--- config.mk ---
export PLATFORM = sky130hd
export DESIGN_NAME = i2c_master_arbiter
export DESIGN_NICKNAME = d
export VERILOG_FILES = /design/src/rtl/i2c_master_arbiter.sv
export SDC_FILE = /design/constraint.sdc
export NUM_CORES = 1
export LEC_CHECK = 0
export CELL_PAD_IN_SITES_DETAIL_PLACEMENT = 1
export CELL_PAD_IN_SITES_GLOBAL_PLACEMENT = 1
export CORE_MARGIN = 2
export CORE_UTILIZATION = 30
export CTS_BUF_LIST = sky130_fd_sc_hd__clkbuf_8 sky130_fd_sc_hd__clkbuf_16
export CTS_CLUSTER_DIAMETER = 50
export DETAILED_ROUTE_END_ITERATION = 16
export GPL_TIMING_DRIVEN = 0
export PLACE_DENSITY_LB_ADDON = 0.1
export SYNTH_ARGS = -nofsm -noshare
export SYNTH_HDL_FRONTEND = slang
export SYNTH_SLANG_ARGS = --single-unit
--- constraint.sdc ---
create_clock -name clk -period 1.86 [get_ports clk]
set_clock_uncertainty 0.05 [all_clocks]
set_input_delay 0.372 -clock clk [delete_from_list [all_inputs] [get_ports clk]]
set_output_delay 0.372 -clock clk [all_outputs]
set_load 0.05 [all_outputs]
--- src/rtl/i2c_master_arbiter.sv ---
// -----------------------------------------------------------------------------
// i2c_master_arbiter
// Shares a single byte-level i2c_master between two requesters. Each
// transaction moves one address phase and one data byte. Requests are
// level-held; a one-cycle done pulse (with err) closes each transaction.
//
// Ports
//   clk, reset_n                  clock, synchronous active-low reset
//   req0/1, rw0/1, addr0/1,       per-requester request, direction (1=read),
//   wdata0/1                      7-bit slave address and write byte
//   done0/1, err0/1               completion pulse and error (nack/timeout)
//   rdata                         last successfully read byte
//   m_enable, m_rw, m_address,    command to the i2c_master
//   m_txdata
//   m_ready, m_ack, m_nack,       status from the i2c_master
//   m_rxdata
// -----------------------------------------------------------------------------
module i2c_master_arbiter #(
  parameter int TIMEOUT = 4095
) (
  input  logic       clk,
  input  logic       reset_n,
  input  logic       req0,
  input  logic       req1,
  input  logic       rw0,
  input  logic       rw1,
  input  logic [6:0] addr0,
  input  logic [6:0] addr1,
  input  logic [7:0] wdata0,
  input  logic [7:0] wdata1,
  output logic       done0,
  output logic       done1,
  output logic       err0,
  output logic       err1,
  output logic [7:0] rdata,
  output logic       m_enable,
  output logic       m_rw,
  output logic [6:0] m_address,
  output logic [7:0] m_txdata,
  input  logic       m_ready,
  input  logic       m_ack,
  input  logic       m_nack,
  input  logic [7:0] m_rxdata
);

  localparam int CNT_W = (TIMEOUT < 1) ? 1 : $clog2(TIMEOUT + 1);

  typedef enum logic [2:0] {
    IDLE,
    ARB,
    START,
    ADDR,
    DATA,
    STOP,
    DONE
  } state_t;

  state_t           state;
  state_t           state_next;
  logic [CNT_W-1:0] tmo_cnt;
  logic             tmo_hit;
  logic             last_grant;
  logic             grant;
  logic             grant_next;
  logic             err_flag;
  logic             err_next;
  logic             ack_q;
  logic             ack_rise;
  logic             latch_req;
  logic             rdata_load;

  assign tmo_hit  = (tmo_cnt == CNT_W'(TIMEOUT));
  // Only a fresh low-to-high transition of m_ack counts as an acknowledge.
  assign ack_rise = m_ack & ~ack_q;

  always_comb begin
    state_next = state;
    grant_next = grant;
    err_next   = err_flag;
    latch_req  = 1'b0;
    rdata_load = 1'b0;
    case (state)
      IDLE: begin
        if (m_ready && (req0 || req1)) state_next = ARB;
      end
      ARB: begin
        if (req0 || req1) begin
          // On contention the requester that did not win last time goes.
          grant_next = (req0 && req1) ? ~last_grant : req1;
          latch_req  = 1'b1;
          err_next   = 1'b0;
          state_next = START;
        end else begin
          state_next = IDLE;
        end
      end
      START: begin
        if (m_nack) begin
          err_next   = 1'b1;
          state_next = STOP;
        end else if (!m_ready) begin
          state_next = ADDR;
        end else if (tmo_hit) begin
          err_next   = 1'b1;
          state_next = STOP;
        end
      end
      ADDR: begin
        if (m_nack) begin
          err_next   = 1'b1;
          state_next = STOP;
        end else if (ack_rise) begin
          state_next = DATA;
        end else if (tmo_hit) begin
          err_next   = 1'b1;
          state_next = STOP;
        end
      end
      DATA: begin
        if (m_nack) begin
          err_next   = 1'b1;
          state_next = STOP;
        end else if (ack_rise) begin
          rdata_load = m_rw;
          state_next = STOP;
        end else if (tmo_hit) begin
          err_next   = 1'b1;
          state_next = STOP;
        end
      end
      STOP: begin
        if (m_ready) begin
          state_next = DONE;
        end else if (tmo_hit) begin
          // The master never came back; close the transaction as failed.
          err_next   = 1'b1;
          state_next = DONE;
        end
      end
      DONE: begin
        state_next = IDLE;
      end
      default: begin
        state_next = IDLE;
      end
    endcase
  end

  always_ff @(posedge clk) begin
    if (!reset_n) begin
      state      <= IDLE;
      tmo_cnt    <= '0;
      last_grant <= 1'b1;
      grant      <= 1'b0;
      err_flag   <= 1'b0;
      ack_q      <= 1'b0;
      m_rw       <= 1'b0;
      m_address  <= '0;
      m_txdata   <= '0;
      rdata      <= '0;
    end else begin
      state    <= state_next;
      grant    <= grant_next;
      err_flag <= err_next;
      ack_q    <= m_ack;
      // Counter measures time spent in the current state; it saturates so
      // long idle periods cannot wrap it.
      if (state_next != state) tmo_cnt <= '0;
      else if (!tmo_hit)       tmo_cnt <= tmo_cnt + 1'b1;
      if (latch_req) begin
        last_grant <= grant_next;
        m_rw       <= grant_next ? rw1    : rw0;
        m_address  <= grant_next ? addr1  : addr0;
        m_txdata   <= grant_next ? wdata1 : wdata0;
      end
      if (rdata_load) rdata <= m_rxdata;
    end
  end

  // Decoded from state so a reset removes the enable on the same edge.
  assign m_enable = (state == START) || (state == ADDR) || (state == DATA);
  assign done0    = (state == DONE) && !grant;
  assign done1    = (state == DONE) &&  grant;
  assign err0     = done0 && err_flag;
  assign err1     = done1 && err_flag;

endmodule

-- Word-level counts from Yosys, hierarchy flattened
Index checks and enable logic that the tools add are counted.
- register bits: 43
- bits of input ports: 47
- output and inout bits: 29
- bitwise logic cells: 4
- muxes and demuxes: 31
- eq/ne operators: 12
- reductions and logical operators: 15
- $add $sub $neg: 1
- operators by type and width (operator ; count):
    3-bit two-way mux ; 10
    3-bit one-hot mux with 6 select lines ; 1
    1-bit two-way mux ; 16
    12-bit by 1-bit adder with 12-bit output, second input constant ; 1
    12-bit == test, second input constant ; 1
    3-bit == test, second input constant ; 3
    8-bit two-way mux ; 1
    7-bit two-way mux ; 1
    3-bit by 2-bit == test with 1-bit output, second input constant ; 2
    1-bit logical AND ; 6
    3-bit inequality test, second input constant ; 2
    5-bit AND reduction ; 1
    2-bit inequality test, second input constant ; 2
    1-bit one-hot mux with 4 select lines ; 1
    4-bit nonzero test ; 1
    2-bit OR reduction ; 2
    3-bit by 1-bit == test with 1-bit output, second input constant ; 1
    3-bit logical NOT ; 1
    1-bit logical OR ; 3
    3-bit inequality test ; 1
    1-bit inverter ; 3
    2-bit two-way mux ; 1
    1-bit bitwise AND ; 1
    1-bit logical NOT ; 1

-- Longest topological paths before layout
- depth after elaboration: 7
- mapped depth: 9
- gate-level depth less buffers: 7

-- Least setup slack after synthesis
No wires, ideal clock.
- path type: reg2out
- start: register state[0]
- end: output port err1
- path buffers: 2
- arrival: 2491 ps
- slack: -1053 ps
- required time: 1438 ps
- stages on the path, launching flop included: 5
- cells stage by stage: dfxtp_1 > clkbuf_1 > clkbuf_1 > nor3b_1 > and2_1
- word-level cells in the longest chain between the ends: 3
- ends and longest elaborated chain (element ; RTL line ; RTL):
    start, declared ; 58 ; state_t state;
    start signal, assigned ; 162 ; state <= state_next;
    3-bit == test ; 183 ; assign done1 = (state == DONE) && grant;
    1-bit logical AND ; 183 ;
    via done1 ; 32 ; output logic done1,
    1-bit logical AND ; 185 ; assign err1 = done1 && err_flag;
    end, declared ; 34 ; output logic err1,
The timed path passes the listed nets, and every way through them passes these cells.

-- Final worst setup path
- start: input port req0
- end: register tmo_cnt[9]
- word-level cells in the longest chain between the ends: 6
- elaborated cells between the ends (all ways): 7
- those cells by class: eq/ne (1); mux (3); reduce/logical (3)
- ends and longest elaborated chain (element ; RTL line ; RTL):
    start, declared ; 23 ; input logic req0,
    1-bit logical OR * ; 84, 87 ;
    1-bit logical AND ; 84 ; if (m_ready && (req0 || req1)) state_next = ARB;
    3-bit two-way mux ; 84 ;
    3-bit one-hot mux with 6 select lines * ; 82 ; case (state)
    3-bit inequality test * ; 168 ; if (state_next != state) tmo_cnt <= '0;
    2-bit OR reduction (no source line) * ; n/a ;
    end signal, assigned ; 169 ; else if (!tmo_hit) tmo_cnt <= tmo_cnt + 1'b1;
    end, declared ; 60 ; logic [CNT_W-1:0] tmo_cnt;
Mark *: on every way between the ends. The rest lies on a longest branch, timed or not.
A chain may end at the register's enable or synchronous reset.

==> results.cfg <==
[clock_network]
cts_tree = done
clock_tree.buffer_depth = 2
clock_tree.htree_level_count = 2
cts_sinks = 43
clk_root_buffer_cell = sky130_fd_sc_hd__clkbuf_8
clock_latency_ns = 0.30
clkTransAtPathRegs_ns = 0.09
numCtsBuffers = 5

[routing]
route.detailed.wl_per_inst_um = 15.5
postRouteAntennaNets = 0
routed_via_count_divided_by_cell_count = 4.89
first_pass_iters = 4
finalWirelength_mm = 6.91
vias = 2182
detail_route.drc_violations = 0
drtIter0Drc = 66

[timing]
layout_min_cycle_time_ns = 1.93
grt_setup_unrepaired = true
slew_headroom_pct = 65.7
hold_ws_ns = 0.455
worst_slack_ns = -0.0662
setup_viol_count_final = 12
worst_pin_slew_ns = 0.516
number_of_hold_violations_in_the_final_report = 0
timing_max_transition_violations_final = 0
max_fclk_mhz = 519
min_period_over_period_pct = 104

[power]
comb_power_share_pct = 35.6
power.internal_uw = 1770
seqPwrFrac_pct = 39.4
p_leak_uw = 0.00181
switching_share_pct = 33.3
clkPwrFrac_pct = 25.0
p_sw_uw = 883
vdd_drop_max_uv = 307
power_per_cell_area_nw_per_um2 = 732

[critical_path]
cp.depth = 8
crit_arrival_ns = 2.11
timing.critical_path.max_delay_family = compound AO/OA/AOI/OAI gates
crit_path_top_delay_cell = sky130_fd_sc_hd__a211o_4
cp-end-kind = register
cp_data_required_time_ns = 2.04
reg2reg_depth = 8
cp_cell_sequence = dlygate4sd2_1 -> o21ba_4 -> mux2i_2 -> o32ai_2 -> a211o_1 -> a211o_4 -> buf_8 -> a31oi_4
worst_path_buffer_plus_inverter_count = 2
critPathLaunchType = input port
crit_path_max_incr_delay_ns = 0.36
critical_path_peak_fanout = 5
timing_worst_setup_path_type = input port to register

[flow_run]
drv.max_cap_violation_count = 0

[placement]
placed_cell_area_um2 = 3130
buffer_ports.inserted = 73
globalplace.congestion = 0.774
place_ws_ns = -0.763
dp_hpwl_mm = 4.48

[logic_synthesis]
top_cell_type_s_share_of_synthesized_area_pct = 39.2
synthesis.yosys.warnings = 0
synth.yosys.seq_area_share_pct = 39.2
syn_inst = 239
mean_instance_size_in_the_synthesized_netlist_um2 = 9.18
synthDistinctLibCells = 45
synth.largest_area_cell = sky130_fd_sc_hd__dfxtp_1
synth-edff-count = 0
syn_area_um2 = 2190
ys_ff_latch = 43
syn_nets = 287
ys_top_cells_by_area = sky130_fd_sc_hd__dfxtp_1 (39%), sky130_fd_sc_hd__mux2i_1 (12%), sky130_fd_sc_hd__o211a_1 (8.2%)
yosys-top-cells-count = sky130_fd_sc_hd__dfxtp_1 (43), sky130_fd_sc_hd__nand2_1 (28), sky130_fd_sc_hd__mux2i_1 (26)
synthFlopType = sky130_fd_sc_hd__dfxtp_1
synth-async-reset-ratio_pct = 0
synthMostInstantiatedCell = sky130_fd_sc_hd__dfxtp_1

[final_layout]
area_delta_synth_final_pct = 65.2
post-route-cell-area_um2 = 3630
fill_cells = 819
antenna_cells_inserted = 0
num-nets-final = 394
post_route_cells_drive_above_1_share_pct = 28.8

[global_routing]
grt_antenna_before_repair = 0
grtUsageTotal_pct = 16.9
grt_start_max_net_pins = 13
total_gr_overflow = 0
grt_pass1_wl_mm = 10.6
number_of_global_route_vias_before_repair = 2254

[outcome]
violations_in_the_final_reports = setup timing
status = finished with violations

[floorplan]
die_area_um2 = 8020
rows = 31
die_height_um = 89.5
pin_count = 76
initial_core_utilization_pct = 30.6
placeableCoreArea_um2 = 7180
die_width_um = 89.5

[hold_path]
worst_hold_path.num_cells = 1
timing.hold.worst.class = register to register
-- final cells by class --
cell class                      instances  area (µm²)  share of cell area, %
Multi-Input combinational cell        176        1430                   39.3
Timing Repair Buffer                  103         946                   26.1
Sequential cell                        43         886                   24.4
Buffer                                 14         133                   3.66
Tap cell                               99         124                   3.42
Clock buffer                            7        96.3                   2.66
Inverter                                3        11.3                  0.311
Clock inverter                          1        3.75                  0.104
-- cells in the final DEF (no fill, tap or decap), types with 6 or more instances in the layout --
master,n
sky130_fd_sc_hd__o21ai_0,7
sky130_fd_sc_hd__buf_4,30
sky130_fd_sc_hd__nand2_1,27
sky130_fd_sc_hd__nor2b_1,10
sky130_fd_sc_hd__nor2_1,11
sky130_fd_sc_hd__dlygate4sd2_1,24
sky130_fd_sc_hd__nor2_2,7
sky130_fd_sc_hd__dfxtp_1,33
sky130_fd_sc_hd__o211a_1,18
sky130_fd_sc_hd__buf_8,6
sky130_fd_sc_hd__clkbuf_8,7
sky130_fd_sc_hd__clkdlybuf4s50_1,41
sky130_fd_sc_hd__mux2i_1,24
-- state kept, by name, indices dropped and copies added (netlist names), 3 cells and up --
register   count
m_txdata       8
rdata          8
state          3
tmo_cnt       12
m_address      7
-- stage by stage --
step / power [µW] / instances / TNS [ns] / utilization (%)
2_1_floorplan: 1550 / 239 / -0.0630 / -
3_3_place_gp: 1830 / 411 / -23.88 / 43.6
3_5_place_dp: 1840 / 411 / -25.36 / 43.6
4_1_cts: 2560 / 439 / -0.0914 / 48.3
5_1_grt: 2790 / 446 / -1.18 / 50.5
6_report: 2650 / 446 / -0.334 / 50.5
-- per-layer routing --
metal | part of all wire (%) | global-route usage, % | vias up
li1 | - | - | 1078
met1 | 43 | 20.3 | 1033
met2 | 49 | 29.6 | 63
met3 | 6.2 | 4.71 | 8
met4 | 0.95 | 4.48 | 0
met5 | 0 | 0 | -
-- power groups by stage --
stage	Sequential, µW	Clock (µW)	Combinational [µW]
after floorplan	1220	0	338
after global placement	1060	0	765
after detailed placement	1070	0	769
after CTS	1040	679	838
after global routing	1060	719	1010
final	1050	663	945
-- worst paths after layout --
check              start     endpoint  slack [ns]
max reg2reg     state[0]   tmo_cnt[9]       -0.04
min          m_txdata[5]  m_txdata[5]        0.45
max                 req0   tmo_cnt[9]       -0.07
min reg2reg  m_txdata[5]  m_txdata[5]        0.45
-- repair_timing --
action / in CTS / in global routing
cloned: 1 / 0
hold buffers: 0 / 0
pin swaps: 14 / 8
setup buffers: 20 / 9
setup endpoints to repair: 59 / 40
gates resized for setup: 95 / 30
-- cells by family (layout without fill, tap and decap cells) --
logic type,after synthesis,after routing,share of synthesized area (%)
AO/OA/AOI/OAI,51,51,19.3
XOR/XNOR,6,6,2.39
adder cells (fa/ha/maj),1,1,0.570
buffers and inverters,20,128,4.45
flip-flops,43,43,39.2
multiplexers,26,26,11.9
AND/OR/NAND/NOR,92,92,22.2
-- worst reg2reg max path, stage by stage (launching register included) --
cell and delay, ns:
sky130_fd_sc_hd__dfxtp_4 0.36, sky130_fd_sc_hd__buf_4 0.16, sky130_fd_sc_hd__nor4b_4 0.13, sky130_fd_sc_hd__buf_4 0.15
sky130_fd_sc_hd__a311oi_2 0.30, sky130_fd_sc_hd__a21oi_2 0.10, sky130_fd_sc_hd__a211o_4 0.31, sky130_fd_sc_hd__buf_8 0.15
sky130_fd_sc_hd__a31oi_4 0.12
Power figures use the tool's default switching activity.
